$ cat src/rtl/div_uint_seq.sv
// div_uint_seq: sequential restoring unsigned divider, one quotient bit per clock.
// Operands are accepted on an in_valid/in_ready handshake. The result is held
// until it leaves on an out_valid/out_ready handshake. Operations do not overlap.
module div_uint_seq #(
  parameter int WIDTH = 4
) (
  input  logic             clk,
  input  logic             rst_n,
  input  logic             in_valid,
  output logic             in_ready,
  input  logic [WIDTH-1:0] A,
  input  logic [WIDTH-1:0] B,
  output logic             out_valid,
  input  logic             out_ready,
  output logic [WIDTH-1:0] Q,
  output logic [WIDTH-1:0] R,
  output logic             div_by_zero
);

  localparam int CW = (WIDTH > 2) ? $clog2(WIDTH) : 1;

  typedef enum logic [1:0] {S_IDLE, S_RUN, S_DONE} state_t;

  state_t           r_state;
  logic             r_in_ready;
  logic             r_out_valid;
  logic [WIDTH-1:0] r_rem;   // partial remainder; always < divisor, so WIDTH bits hold it
  logic [WIDTH-1:0] r_dq;    // dividend bits shift out the top while quotient bits shift in at the bottom
  logic [WIDTH-1:0] r_div;   // latched divisor
  logic [CW-1:0]    r_cnt;
  logic [WIDTH-1:0] r_q;
  logic [WIDTH-1:0] r_r;
  logic             r_dz;

  logic [WIDTH:0]   w_t;
  logic [WIDTH:0]   w_diff;
  logic             w_ge;
  logic [WIDTH-1:0] w_rem_nxt;
  logic [WIDTH-1:0] w_dq_nxt;

  // One restoring step: the trial subtraction is done at WIDTH+1 bits and its
  // borrow bit doubles as the t >= B compare.
  always_comb begin
    w_t       = {r_rem, r_dq[WIDTH-1]};
    w_diff    = w_t - {1'b0, r_div};
    w_ge      = ~w_diff[WIDTH];
    w_rem_nxt = w_ge ? w_diff[WIDTH-1:0] : w_t[WIDTH-1:0];
    w_dq_nxt  = {r_dq[WIDTH-2:0], w_ge};
  end

  // Control FSM plus datapath registers; result registers only move on entry to DONE.
  always_ff @(posedge clk) begin
    if (!rst_n) begin
      r_state     <= S_IDLE;
      r_in_ready  <= 1'b1;
      r_out_valid <= 1'b0;
      r_rem       <= '0;
      r_dq        <= '0;
      r_div       <= '0;
      r_cnt       <= '0;
      r_q         <= '0;
      r_r         <= '0;
      r_dz        <= 1'b0;
    end else begin
      case (r_state)
        S_IDLE: begin
          if (in_valid) begin
            r_div      <= B;
            r_in_ready <= 1'b0;
            if (B == '0) begin
              // Divide by zero skips the iteration entirely.
              r_q         <= '1;
              r_r         <= A;
              r_dz        <= 1'b1;
              r_out_valid <= 1'b1;
              r_state     <= S_DONE;
            end else begin
              r_rem   <= '0;
              r_dq    <= A;
              r_cnt   <= CW'(WIDTH - 1);
              r_state <= S_RUN;
            end
          end
        end
        S_RUN: begin
          r_rem <= w_rem_nxt;
          r_dq  <= w_dq_nxt;
          if (r_cnt == '0) begin
            r_q         <= w_dq_nxt;
            r_r         <= w_rem_nxt;
            r_dz        <= 1'b0;
            r_out_valid <= 1'b1;
            r_state     <= S_DONE;
          end else begin
            r_cnt <= r_cnt - CW'(1);
          end
        end
        S_DONE: begin
          // in_ready comes back one cycle after the output handshake.
          if (out_ready) begin
            r_out_valid <= 1'b0;
            r_in_ready  <= 1'b1;
            r_state     <= S_IDLE;
          end
        end
        default: begin
          r_out_valid <= 1'b0;
          r_in_ready  <= 1'b1;
          r_state     <= S_IDLE;
        end
      endcase
    end
  end

  assign in_ready    = r_in_ready;
  assign out_valid   = r_out_valid;
  assign Q           = r_q;
  assign R           = r_r;
  assign div_by_zero = r_dz;

endmodule

$ cat config.mk
export PLATFORM = sky130hd
export DESIGN_NAME = div_uint_seq
export DESIGN_NICKNAME = d
export VERILOG_FILES = /design/src/rtl/div_uint_seq.sv
export SDC_FILE = /design/constraint.sdc
export NUM_CORES = 1
export LEC_CHECK = 0
export BUFFER_PORTS_ARGS = -buffer_cell sky130_fd_sc_hd__buf_2
export CORE_MARGIN = 2
export CORE_UTILIZATION = 37
export CTS_BUF_LIST = sky130_fd_sc_hd__clkbuf_8
export DETAILED_ROUTE_END_ITERATION = 6
export PLACE_DENSITY = 0.53
export SLEW_MARGIN = 30
export SYNTH_ARGS = -nofsm -noshare
export SYNTH_HDL_FRONTEND = slang
export SYNTH_SLANG_ARGS = --single-unit
export TNS_END_PERCENT = 20
$ cat constraint.sdc
create_clock -name clk -period 4 [get_ports clk]
set_clock_uncertainty 0.15 [all_clocks]
set_input_delay 0.8 -clock clk [delete_from_list [all_inputs] [get_ports clk]]
set_output_delay 0.8 -clock clk [all_outputs]
set_load 0.005 [all_outputs]
==> out/summary.log, run 1 <==
[outcome] outcome finished, final reports clean
[power] part of the power in registers 51.5%
[route] 1st-iter DRT viols 48
[setup_path] minimum setup slack among reg-to-reg paths 1.58 ns
[route] post-DR wirelength/cell 12.7 microns
[power] switching power of the nets 188 uW
[power] fraction of power spent switching nets 30.7%
[logic_synthesis] synthesis warning total 0
[clock_tree] post-CTS resize count 0
[die] height of the chip 63.2 microns
[clock_tree] cell chosen for the clock root sky130_fd_sc_hd__clkbuf_8
[logic_synthesis] combinational family with the most area after synthesis compound AO/OA/AOI/OAI gates
[logic_synthesis] synthesis-stage register bit count 27
[grt] wire length of the first global-routing pass 4.74 mm
[grt] Overflow after GRT 0
[clock_tree] H-tree level count 1
[cells_and_area] area added between synthesis and finish 13.5%
[cells_and_area] antenna diode count 0
[route] total iterations of the first detailed-routing run 4
[logic_synthesis] syn avg cell area 8.43 sq um
[grt] via count of the first global-routing pass 1045
[die] top-level port count 23
[sta] min cycle time layout 2.42 ns
[power] P_leak 0.618 nW
[cells_and_area] fraction of layout cells with a size suffix above 1 19.5%
[logic_synthesis] Most used DFF post-synth sky130_fd_sc_hd__dfxtp_1
[logic_synthesis] mux share of post-synthesis cell area 3.18%
[logic_synthesis] Synth async-reset ratio 0%
[grt] pin count of the biggest net entering global routing 18
[logic_synthesis] compound-gate portion of the synthesized area 22.1%
[sta] post-route setup TNS 0 ns
[clock_tree] Max Buffers Root-to-Sink 2
[setup_path] crit path capture type flop
[clock_tree] clock network latency to the later pin of the worst-skew pair 0.27 ns
[setup_path] worst flop-to-flop path endpoint R[0]
[sta] achievable frequency 0.414 GHz
[placed_design] routability-driven placement congestion ratio 0.766
[clock_tree] CTS tree built
[die] die footprint 4000 sq um
[clock_tree] CTS Sinks 27
[logic_synthesis] Cells after Synth 154
[hold_path] Min-Delay Endpoint r_cnt[0]
[grt] total routing resource utilization after global routing 14.9%
[setup_path] cell depth of the worst flop-to-flop path 8
[die] core footprint 3360 sq um
[setup_path] Required @ worst endpoint 4.00 ns
[route] antenna viol nets, final 0
[power] worst-case vdd ir drop 0.148 mV
[logic_synthesis] number of nets in the synthesized netlist 172
[setup_path] largest fanout on the critical path 4
[logic_synthesis] count of flip-flops with a built-in enable after synthesis 0
[power] power per standard cell area 416 nW/um^2
[clock_tree] post-CTS clock slew at the launch and capture registers of the worst setup and hold paths 0.09 ns
[cells_and_area] fillers 367
[setup_path] RR Startpoint r_dq[3]
[route] total vias in the final route 1102
[route] via/cell ratio 5.01
[cells_and_area] Nets 193
[cells_and_area] final instance area 1470 sq um
[clock_tree] number of clock buffers inserted by TritonCTS 3
[placed_design] dpl cell area 1430 sq um
[sta] PnR worst setup slack 1.58 ns
[hold_path] worst min path class flop to flop
[power] Comb power frac 23.3%
[sta] Slew HR 57.9%
[sta] post-route fraction of the period consumed by the critical path 60.5%
[sta] number of failing hold endpoints at the final stage 0
[clock_tree] setup fix buffers added after clock tree synthesis 0
[hold_path] hold path start r_cnt[0]
[setup_path] Crit Path Class flop to flop
[logic_synthesis] adder-cell share of the synthesized area 6.36%
[power] clock share of power 25.2%
[sta] max-slew violation count 0
[die] Die Span X 63.2 microns
[hold_path] number of cells traversed by the worst hold path 1
[die] starting density of the core 38.6%
[setup_path] data arrival time of the critical path 2.42 ns
[route] DRC violation count after routing 0
[sta] unrepaired setup endpoints after global routing false
[sta] final setup violating endpoints 0
[placed_design] hpwl dp 2.16 mm
[sta] Least-Margin Pin Slew 0.631 ns
[logic_synthesis] sequential cell area fraction in the yosys report 41.7%
[logic_synthesis] post-synthesis share of cell area spent on xor and xnor gates 1.35%
[logic_synthesis] simple logic cell fraction of the synthesized area 19.3%
[power] internal power component 425 uW
[setup_path] kind of start point of the critical path flop
[route] Routed Wire Length 2.80 mm
[die] # rows 21
[grt] initial antenna violation count 0
[placed_design] IO Port Bufs 22
[logic_synthesis] Syn Std Cell Area 1300 sq um
[flow_run] Max-cap violations 0
[placed_design] worst slack at placement 1.42 ns
[logic_synthesis] library cells used by synthesis 38
[clock_tree] total of hold buffers inserted after clock tree synthesis 0
==> how the worst max path moves through the flow <==
stage,end,slack (ns),startpoint
global route,R[1],1.42,r_dq[3]
detailed placement,R[3],1.42,B[2]
global placement,R[3],1.44,B[2]
floorplan,R[0],1.81,r_dq[3]
CTS,R[0],1.58,r_dq[3]
finish,R[0],1.58,r_dq[3]
==> stage by stage <==
stage          util (%)  total power [mW]  hold slack, ns  std cells
2_1_floorplan         -             0.426           0.288        154
5_1_grt            43.8             0.653           0.358        220
6_report           43.8             0.613           0.344        220
3_3_place_gp       42.4             0.463           0.302        216
3_5_place_dp       42.4             0.466           0.329        216
4_1_cts            43.8             0.618           0.346        220
==> metal layers <==
metal	track usage (%)	vias up	share of wire, %
li1	-	576	-
met1	20.2	495	50
met2	23.9	27	44
met3	2.14	4	4.2
met4	5.98	0	1.6
met5	0	-	0
==> registers in the layout, summed over array words and instances, names as in the netlist <==
signal and count:
out_valid 1, r_dq 4, r_cnt 2, r_div 4
Q 4, r_state 2, in_ready 1, R 4
div_by_zero 1, r_rem 4
==> logic make-up (layout without fill, tap and decap cells) <==
family          Yosys count  after routing
mux                       4              4
buf+inv                  17             37
xor+xnor                  2              2
flops                    27             27
compound gates           43             43
fa+ha+maj                 6              6
simple gates             55             55
==> power by group through the flow <==
stage,registers [mW],clock network (mW),logic [mW]
6_report,0.315,0.154,0.143
5_1_grt,0.320,0.172,0.162
2_1_floorplan,0.315,0,0.111
3_5_place_dp,0.322,0,0.144
4_1_cts,0.315,0.158,0.145
3_3_place_gp,0.321,0,0.142
==> cell type report <==
class / count / area (sq um) / area share, %
multi-input combinational: 110 / 678 / 46.0
sequential: 27 / 541 / 36.7
timing repair buffer: 22 / 110 / 7.48
tap: 46 / 57.6 / 3.91
clock buffer: 3 / 41.3 / 2.80
inverter: 11 / 41.3 / 2.80
clock inverter: 1 / 3.75 / 0.255
==> cell usage after synthesis (2+ instances only) <==
cell type	n	share of area, %
sky130_fd_sc_hd__a211oi_1	3	1.7
sky130_fd_sc_hd__a21oi_1	13	5.0
sky130_fd_sc_hd__a21oi_2	2	1.4
sky130_fd_sc_hd__a311oi_1	3	2.0
sky130_fd_sc_hd__a31oi_1	8	3.9
sky130_fd_sc_hd__buf_2	3	1.2
sky130_fd_sc_hd__dfxtp_1	27	42
sky130_fd_sc_hd__ha_1	5	4.8
sky130_fd_sc_hd__inv_1	9	2.6
sky130_fd_sc_hd__mux2i_1	3	2.3
sky130_fd_sc_hd__nand2_1	18	5.2
sky130_fd_sc_hd__nand2b_1	3	1.4
sky130_fd_sc_hd__nand3_1	2	0.77
sky130_fd_sc_hd__nor2_1	23	6.7
sky130_fd_sc_hd__o21ai_0	2	0.77
sky130_fd_sc_hd__o21ai_1	6	2.3
sky130_fd_sc_hd__o221a_1	3	2.6
==> cell usage in the layout (no fill, tap or decap), drive strengths merged, types with 2 or more instances in the layout <==
cell type	n
mux2i	3
o221a	3
nand3	2
o21ai	8
inv	11
a311oi	3
nand2	18
a31oi	8
dfxtp	27
buf	22
nand2b	3
ha	5
clkbuf	3
a21oi	16
nor2	24
a211oi	3
==> critical path: stages, from the launching register on <==
cell,delay (ns)
sky130_fd_sc_hd__dfxtp_1,0.34
sky130_fd_sc_hd__inv_1,0.06
sky130_fd_sc_hd__ha_1,0.23
sky130_fd_sc_hd__fa_1,0.40
sky130_fd_sc_hd__nand2b_1,0.19
sky130_fd_sc_hd__a21oi_2,0.19
sky130_fd_sc_hd__xor2_1,0.37
sky130_fd_sc_hd__mux2i_1,0.28
sky130_fd_sc_hd__a31oi_1,0.10
Power figures use the tool's default switching activity.
==> run 2, diff against run 1 <==
--- a/config.mk
+++ b/config.mk
@@ -5,12 +5,13 @@
 export SDC_FILE = /design/constraint.sdc
 export NUM_CORES = 1
 export LEC_CHECK = 0
+export ABC_AREA = 1
 export BUFFER_PORTS_ARGS = -buffer_cell sky130_fd_sc_hd__buf_2
 export CORE_MARGIN = 2
 export CORE_UTILIZATION = 37
 export CTS_BUF_LIST = sky130_fd_sc_hd__clkbuf_8
 export DETAILED_ROUTE_END_ITERATION = 6
-export PLACE_DENSITY = 0.53
+export PLACE_DENSITY = 0.52
 export SLEW_MARGIN = 30
 export SYNTH_ARGS = -nofsm -noshare
 export SYNTH_HDL_FRONTEND = slang
==> constraint.sdc (replaced) <==
create_clock -name clk -period 2.3 [get_ports clk]
set_clock_uncertainty 0.15 [all_clocks]
set_input_delay 0.46 -clock clk [delete_from_list [all_inputs] [get_ports clk]]
set_output_delay 0.46 -clock clk [all_outputs]
set_load 0.005 [all_outputs]
==> run 2 against run 1 <==
Fmax is 22% higher; critical path depth grew 4; routed wire length rose by 7.8%; count of clock-buffer cells in the layout is the same; die area rose by 8.6%; core utilization increased by 0.27 points; largest power group unchanged.
==> out/summary.log, run 2 <==
[logic_synthesis] most instantiated library cell after synthesis sky130_fd_sc_hd__nand2_1
[sta] post-route fraction of the period consumed by the critical path 86.1% [+26 points]
[grt] wire length of the first global-routing pass 5.45 mm [+15%]
[placed_design] hpwl dp 2.31 mm [+6.7%]
[logic_synthesis] fraction of post-synthesis cell area in the top cell type by area 38.2% [-3.5 points]
[cells_and_area] area of combinational cells with multiple inputs 708 sq um [+4.4%]
[grt] pin count of the biggest net entering global routing 21 [+3]
[cells_and_area] Finished Core Util 44.1% [+0.27 points]
[clock_tree] number of clock buffers inserted by TritonCTS 3 [unchanged]
[cells_and_area] commonest non-fill, non-tap cells in the layout 40 x sky130_fd_sc_hd__nand2_1, 36 x sky130_fd_sc_hd__inv_1, 29 x sky130_fd_sc_hd__nor2_1
[sta] min cycle time layout 1.98 ns [-0.439 ns]
[logic_synthesis] dominant cells by area after synthesis sky130_fd_sc_hd__dfxtp_1 38%, sky130_fd_sc_hd__nand2_1 11%, sky130_fd_sc_hd__inv_1 9.5%
[logic_synthesis] Synth async-reset ratio 0% [unchanged]
[sta] post-route setup TNS 0 ns [unchanged]
[setup_path] worst stage delay on the critical path 0.41 ns [about the same]
[grt] initial antenna violation count 0 [unchanged]
[sta] Slew HR 70.7% [+13 points]
[cells_and_area] sequential cell area 541 sq um [unchanged]
[setup_path] crit path capture type flop
[setup_path] Worst path most repeated cell sky130_fd_sc_hd__nand2_1
[clock_tree] post-CTS resize count 0 [unchanged]
[logic_synthesis] library cells used by synthesis 25 [-34%]
[setup_path] data arrival time of the critical path 2.06 ns [-0.36 ns]
[route] total iterations of the first detailed-routing run 4 [unchanged]
[hold_path] worst min path class flop to flop
[placed_design] dpl cell area 1570 sq um [+9.7%]
[clock_tree] H-tree level count 1 [unchanged]
[clock_tree] cell chosen for the clock root sky130_fd_sc_hd__clkbuf_8
[route] antenna viol nets, final 0 [unchanged]
[cells_and_area] fraction of layout cells with a size suffix above 1 14.8% [-4.8 points]
[die] Die Span X 65.9 microns [+4.2%]
[clock_tree] Max Buffers Root-to-Sink 2 [unchanged]
[logic_synthesis] ranking of synthesized cells by instance count 40 x sky130_fd_sc_hd__nand2_1, 36 x sky130_fd_sc_hd__inv_1, 29 x sky130_fd_sc_hd__nor2_1
[cells_and_area] fillers 419 [+14%]
[sta] unrepaired setup endpoints after global routing false
[logic_synthesis] sequential cell area fraction in the yosys report 38.2% [-3.5 points]
[clock_tree] post-CTS clock slew at the launch and capture registers of the worst setup and hold paths 0.10 ns [about the same]
[clock_tree] setup fix buffers added after clock tree synthesis 0 [unchanged]
[clock_tree] CTS Sinks 27 [unchanged]
[sta] achievable frequency 0.505 GHz [+22%]
[sta] number of failing hold endpoints at the final stage 0 [unchanged]
[die] die footprint 4340 sq um [+8.6%]
[power] power per standard cell area 781 nW/um^2 [+88%]
[die] starting density of the core 38.7% [+0.11 points]
[logic_synthesis] syn avg cell area 6.81 sq um [-19%]
[cells_and_area] final instance area 1610 sq um [+9.5%]
[logic_synthesis] Syn Std Cell Area 1420 sq um [+9.2%]
[die] # rows 22 [+4.8%]
[setup_path] cells along the critical path inv_1, ha_1, fa_1, inv_1, nand2_1, nand2_1, nand3_1, nand2_1, nand3_1, nand3_1, nand2_1, inv_1
[setup_path] kind of start point of the critical path flop
[route] 1st-iter DRT viols 29 [-40%]
[sta] max-slew violation count 0 [unchanged]
[grt] via count of the first global-routing pass 1236 [+18%]
[grt] total routing resource utilization after global routing 16.2% [+1.2 points]
[cells_and_area] antenna diode count 0 [unchanged]
[route] post-DR wirelength/cell 10.8 microns [-15%]
[grt] Overflow after GRT 0 [unchanged]
[sta] final setup violating endpoints 0 [unchanged]
[clock_tree] clock network latency to the later pin of the worst-skew pair 0.27 ns [about the same]
[route] total vias in the final route 1275 [+16%]
[hold_path] number of cells traversed by the worst hold path 2 [+1]
[grt] met2 Resource Use GR 28.8% [+4.9 points]
[flow_run] Max-cap violations 0 [unchanged]
[grt] most crowded layer after global routing met2
[setup_path] cell depth of the worst flop-to-flop path 12 [+4]
[logic_synthesis] Cells after Synth 208 [+35%]
[clock_tree] CTS tree built
[logic_synthesis] Most used DFF post-synth sky130_fd_sc_hd__dfxtp_1
[power] P_leak 0.878 nW [+42%]
[placed_design] IO Port Bufs 22 [unchanged]
[setup_path] Slowest cell on crit path sky130_fd_sc_hd__fa_1
[die] top-level port count 23 [unchanged]
[logic_synthesis] number of nets in the synthesized netlist 226 [+31%]
[cells_and_area] area added between synthesis and finish 13.9%
[hold_path] hold path start r_div[0]
[setup_path] Crit Path Class flop to flop
[logic_synthesis] cell accounting for the most synthesized area sky130_fd_sc_hd__dfxtp_1
[setup_path] RR Startpoint r_dq[3]
[cells_and_area] most common cell after layout, fill and taps aside sky130_fd_sc_hd__nand2_1
[die] height of the chip 65.9 microns [+4.2%]
[placed_design] routability-driven placement congestion ratio 0.817 [+6.6%]
[setup_path] Required @ worst endpoint 2.38 ns [-1.62 ns]
[grt] met3 usage in global routing 3.58% [+1.4 points]
[logic_synthesis] synthesis warning total 0 [unchanged]
[power] worst-case vdd ir drop 0.430 mV [+190%]
[clock_tree] total of hold buffers inserted after clock tree synthesis 0 [unchanged]
[grt] global-route track usage on met1 20.0% [-0.26 points]
[route] Routed Wire Length 3.01 mm [+7.8%]
[logic_synthesis] count of flip-flops with a built-in enable after synthesis 0 [unchanged]
[outcome] outcome finished, final reports clean
[cells_and_area] Nets 249 [+29%]
[route] via/cell ratio 4.59 [-8.4%]
[route] DRC violation count after routing 0 [unchanged]
[sta] Least-Margin Pin Slew 0.438 ns [-0.193 ns]
[logic_synthesis] synthesis-stage register bit count 27 [unchanged]
[die] core footprint 3660 sq um [+8.9%]
[setup_path] largest fanout on the critical path 5 [+1]
[setup_path] crit path from r_dq[3]
==> run 2: cell count changes after synthesis, moves of 3 or more <==
cell,change
sky130_fd_sc_hd__nand2_4,+3
sky130_fd_sc_hd__mux2i_1,-3
sky130_fd_sc_hd__a211oi_1,-3
sky130_fd_sc_hd__a311oi_1,-3
sky130_fd_sc_hd__nor2_1,+6
sky130_fd_sc_hd__a31oi_1,-7
sky130_fd_sc_hd__o21ai_1,-5
sky130_fd_sc_hd__o21ai_0,+9
sky130_fd_sc_hd__o221a_1,-3
sky130_fd_sc_hd__inv_1,+27
sky130_fd_sc_hd__nand2_1,+22
sky130_fd_sc_hd__nand3_1,+25
sky130_fd_sc_hd__nand2b_1,-3
==> run 2: cells by family (layout without fill, tap and decap cells) <==
kind of cell,count (synthesis),after routing,share of synthesized area [%]
buf+inv,42,64,11.8
simple gates,104,104,33.2
compound gates,28,28,10.3
xor+xnor,1,1,0.618
flops,27,27,38.2
fa+ha+maj,6,6,5.83
==> run 2: through the flow <==
step | setup slack, ns | power, mW | hold slack (ns) | cells
finish | 0.320 | 1.26 | 0.308 | 278
global route | 0.0688 | 1.38 | 0.335 | 278
CTS | 0.298 | 1.28 | 0.314 | 278
global placement | 0.356 | 1.00 | 0.285 | 274
detailed placement | 0.343 | 1.00 | 0.297 | 274
floorplan | 0.508 | 0.897 | 0.277 | 208
==> run 2: worst paths after layout <==
path,to,slack [ns]
setup / recovery,r_rem[1],0.32
hold / removal,r_div[0],0.31
setup reg to reg,r_rem[1],0.32
hold reg to reg,r_div[0],0.31
==> run 2: area by class of cell <==
cell class              instances  area share, %
multi-input cells             139           43.9
repair buffers                 22           6.83
well taps                      48           3.72
flip-flops and latches         27           33.5
clock inverters                 1          0.310
inverters                      38           9.15
clock buffers                   3           2.56
==> run 2: routing by layer <==
| layer | vias up | routed length [microns] |
|---|---|---|
| li1 | 697 | - |
| met4 | 0 | 19 |
| met1 | 567 | 1510 |
| met3 | 2 | 63 |
| met2 | 9 | 1420 |
| met5 | - | 0 |
==> run 2: worst max-delay path, delay by kind of cell (launching register included) <==
kind	cells	cell delay, ns
buf+inv	3	0.20
simple gates	7	0.63
flops	1	0.34
fa+ha+maj	2	0.62
==> run 2: power by group <==
group          switching (mW)  internal, mW  leakage (nW)
combinational           0.257         0.154         0.630
sequential             0.0381         0.533         0.222
clock                   0.156         0.122        0.0255
==> run 3, diff against run 2 <==
--- a/config.mk
+++ b/config.mk
@@ -5,13 +5,12 @@
 export SDC_FILE = /design/constraint.sdc
 export NUM_CORES = 1
 export LEC_CHECK = 0
-export ABC_AREA = 1
 export BUFFER_PORTS_ARGS = -buffer_cell sky130_fd_sc_hd__buf_2
 export CORE_MARGIN = 2
 export CORE_UTILIZATION = 37
 export CTS_BUF_LIST = sky130_fd_sc_hd__clkbuf_8
 export DETAILED_ROUTE_END_ITERATION = 6
-export PLACE_DENSITY = 0.52
+export PLACE_DENSITY = 0.53
 export SLEW_MARGIN = 30
 export SYNTH_ARGS = -nofsm -noshare
 export SYNTH_HDL_FRONTEND = slang
==> run 3 against run 2 <==
Sequential share of layout area is 1.0 points higher; sequential power is 3.9% lower; final area down 3.0%; core utilization grew 2.4 points; critical path type unchanged; highest routed layer unchanged.
==> out/summary.log, run 3 (synthesis gave the netlist of run 1 again) <==
[flow_run] Max-cap violations 0 [unchanged]
[die] top-level port count 23 [unchanged]
[clock_tree] post-CTS clock slew at the launch and capture registers of the worst setup and hold paths 0.10 ns [about the same]
[route] total iterations of the first detailed-routing run 4 [unchanged]
[power] clock share of power 24.5% [+2.5 points]
[sta] Least-Margin Pin Slew 0.470 ns [+0.0325 ns]
[die] height of the chip 63.2 microns [-4.0%]
[cells_and_area] Finished Core Util 46.5% [+2.4 points]
[route] antenna viol nets, final 0 [unchanged]
[clock_tree] clock network latency to the later pin of the worst-skew pair 0.27 ns [about the same]
[grt] wire length of the first global-routing pass 5.09 mm [-6.6%]
[die] starting density of the core 38.6% [-0.11 points]
[power] switching power of the nets 347 uW [-23%]
[hold_path] worst min path class input port to flop
[setup_path] data arrival time of the critical path 2.20 ns [+0.14 ns]
[setup_path] largest fanout on the critical path 4 [-1]
[clock_tree] CTS tree built
[clock_tree] Max Buffers Root-to-Sink 2 [unchanged]
[route] Routed Wire Length 2.95 mm [-2.0%]
[placed_design] routability-driven placement congestion ratio 0.808 [-1.1%]
[cells_and_area] area added between synthesis and finish 20.5%
[sta] post-route setup TNS 0 ns [unchanged]
[power] fraction of power spent switching nets 31.0% [-4.8 points]
[route] via/cell ratio 5.07 [+10%]
[grt] Overflow after GRT 0 [unchanged]
[power] P_leak 0.651 nW [-26%]
[sta] achievable frequency 0.458 GHz [-9.3%]
[sta] Slew HR 68.5% [-2.2 points]
[route] 1st-iter DRT viols 45 [+55%]
[die] die footprint 4000 sq um [-7.9%]
[placed_design] hpwl dp 2.26 mm [-2.3%]
[clock_tree] cell chosen for the clock root sky130_fd_sc_hd__clkbuf_8
[clock_tree] setup fix buffers added after clock tree synthesis 0 [unchanged]
[grt] total routing resource utilization after global routing 15.8% [-0.35 points]
[power] Comb power frac 26.5% [-6.1 points]
[sta] final setup violating endpoints 0 [unchanged]
[die] # rows 21 [-4.5%]
[power] worst-case vdd ir drop 0.470 mV [+9.2%]
[sta] number of failing hold endpoints at the final stage 0 [unchanged]
[setup_path] crit path capture type flop
[cells_and_area] antenna diode count 0 [unchanged]
[setup_path] kind of start point of the critical path flop
[clock_tree] number of clock buffers inserted by TritonCTS 3 [unchanged]
[power] internal power component 773 uW [-4.5%]
[placed_design] IO Port Bufs 22 [unchanged]
[cells_and_area] fraction of layout cells with a size suffix above 1 26.5% [+12 points]
[clock_tree] total of hold buffers inserted after clock tree synthesis 0 [unchanged]
[grt] initial antenna violation count 0 [unchanged]
[power] part of the power in registers 49.0% [+3.6 points]
[grt] via count of the first global-routing pass 1124 [-9.1%]
[die] Die Span X 63.2 microns [-4.0%]
[cells_and_area] fillers 383 [-8.6%]
[cells_and_area] commonest non-fill, non-tap cells in the layout 27 x sky130_fd_sc_hd__dfxtp_1, 23 x sky130_fd_sc_hd__nor2_1, 22 x sky130_fd_sc_hd__buf_2
[setup_path] Required @ worst endpoint 2.32 ns [-0.06 ns]
[cells_and_area] non-filler instance count after layout 227 [-18%]
[sta] post-route fraction of the period consumed by the critical path 94.9% [+8.9 points]
[placed_design] cell total after placement 223 [-19%]
[grt] pin count of the biggest net entering global routing 17 [-19%]
[power] power per standard cell area 716 nW/um^2 [-8.3%]
[route] total vias in the final route 1150 [-9.8%]
[sta] max-slew violation count 0 [unchanged]
[die] core footprint 3360 sq um [-8.1%]
[route] post-DR wirelength/cell 13.0 microns [+20%]
[outcome] outcome finished, final reports clean
[cells_and_area] most common cell after layout, fill and taps aside sky130_fd_sc_hd__dfxtp_1
[setup_path] Crit Path Class flop to flop
[sta] unrepaired setup endpoints after global routing false
[clock_tree] H-tree level count 1 [unchanged]
[route] DRC violation count after routing 0 [unchanged]
[cells_and_area] Nets 200 [-20%]
[clock_tree] CTS Sinks 27 [unchanged]
[sta] min cycle time layout 2.18 ns [+0.204 ns]
-- run 3: changes by cell type in the layout (fill, tap and decap cells not counted), moves of 7 or more --
cell                      before  now
sky130_fd_sc_hd__nand2_1      40   18
sky130_fd_sc_hd__nand3_1      27    2
sky130_fd_sc_hd__o21ai_0      11    2
sky130_fd_sc_hd__buf_4         0    7
sky130_fd_sc_hd__a31oi_1       1    8
sky130_fd_sc_hd__inv_1        36    9
-- run 3: power groups by stage --
stage / logic (mW) / registers [mW] / clock network (mW)
final: 0.297 / 0.549 / 0.274
after global routing: 0.332 / 0.555 / 0.311
after CTS: 0.296 / 0.549 / 0.288
after detailed placement: 0.272 / 0.560 / 0
after global placement: 0.266 / 0.559 / 0
after floorplan: 0.194 / 0.547 / 0
-- run 3: path summary, 6_finish.rpt --
path,endpoint,start,cells past startpoint,slack (ns)
hold / removal,r_div[2],B[2],3,0.31
hold reg to reg,r_rem[2],r_rem[2],2,0.34
setup reg to reg,R[1],r_dq[3],9,0.12
setup / recovery,R[1],r_dq[3],9,0.12
-- run 3: layout make-up --
cell class / instances / area, sq um / area share, %
clock buffer: 3 / 41.3 / 2.64
clock inverter: 1 / 7.51 / 0.480
inverter: 11 / 41.3 / 2.64
multi-input combinational: 110 / 713 / 45.6
sequential: 27 / 541 / 34.6
tap: 46 / 57.6 / 3.68
timing repair buffer: 29 / 163 / 10.4
-- run 3: routing by layer --
layer	vias up	part of all wire [%]	track usage (%)
met4	0	0.58	2.72
met3	2	5.1	4.29
met1	522	47	20.6
met5	-	0	0
met2	35	47	26.6
li1	591	-	-
-- run 3: worst max-delay path: stages, from the launching register on --
cell and delay [ns]:
sky130_fd_sc_hd__dfxtp_1 0.34, sky130_fd_sc_hd__inv_1 0.06, sky130_fd_sc_hd__ha_2 0.19, sky130_fd_sc_hd__fa_2 0.35, sky130_fd_sc_hd__nand2b_4 0.16, sky130_fd_sc_hd__a21oi_4 0.17, sky130_fd_sc_hd__xor2_1 0.16, sky130_fd_sc_hd__buf_4 0.16
sky130_fd_sc_hd__mux2i_2 0.23, sky130_fd_sc_hd__a31oi_1 0.11
-- run 3: what timing repair did --
item,in CTS,in global routing
resized for setup,5,2
pin swaps,1,1
setup endpoints to repair,1,7
-- run 3: stage by stage --
| step | area (sq um) | power [mW] | worst slack [ns] | hold WS (ns) |
|---|---|---|---|---|
| 4_1_cts | 1560 | 1.13 | 0.0226 | 0.296 |
| 3_5_place_dp | 1480 | 0.832 | -0.0158 | 0.325 |
| 2_1_floorplan | 1300 | 0.741 | 0.112 | 0.288 |
| 3_3_place_gp | 1480 | 0.825 | 0.0685 | 0.302 |
| 5_1_grt | 1560 | 1.20 | 0.0339 | 0.310 |
| 6_report | 1560 | 1.12 | 0.116 | 0.307 |
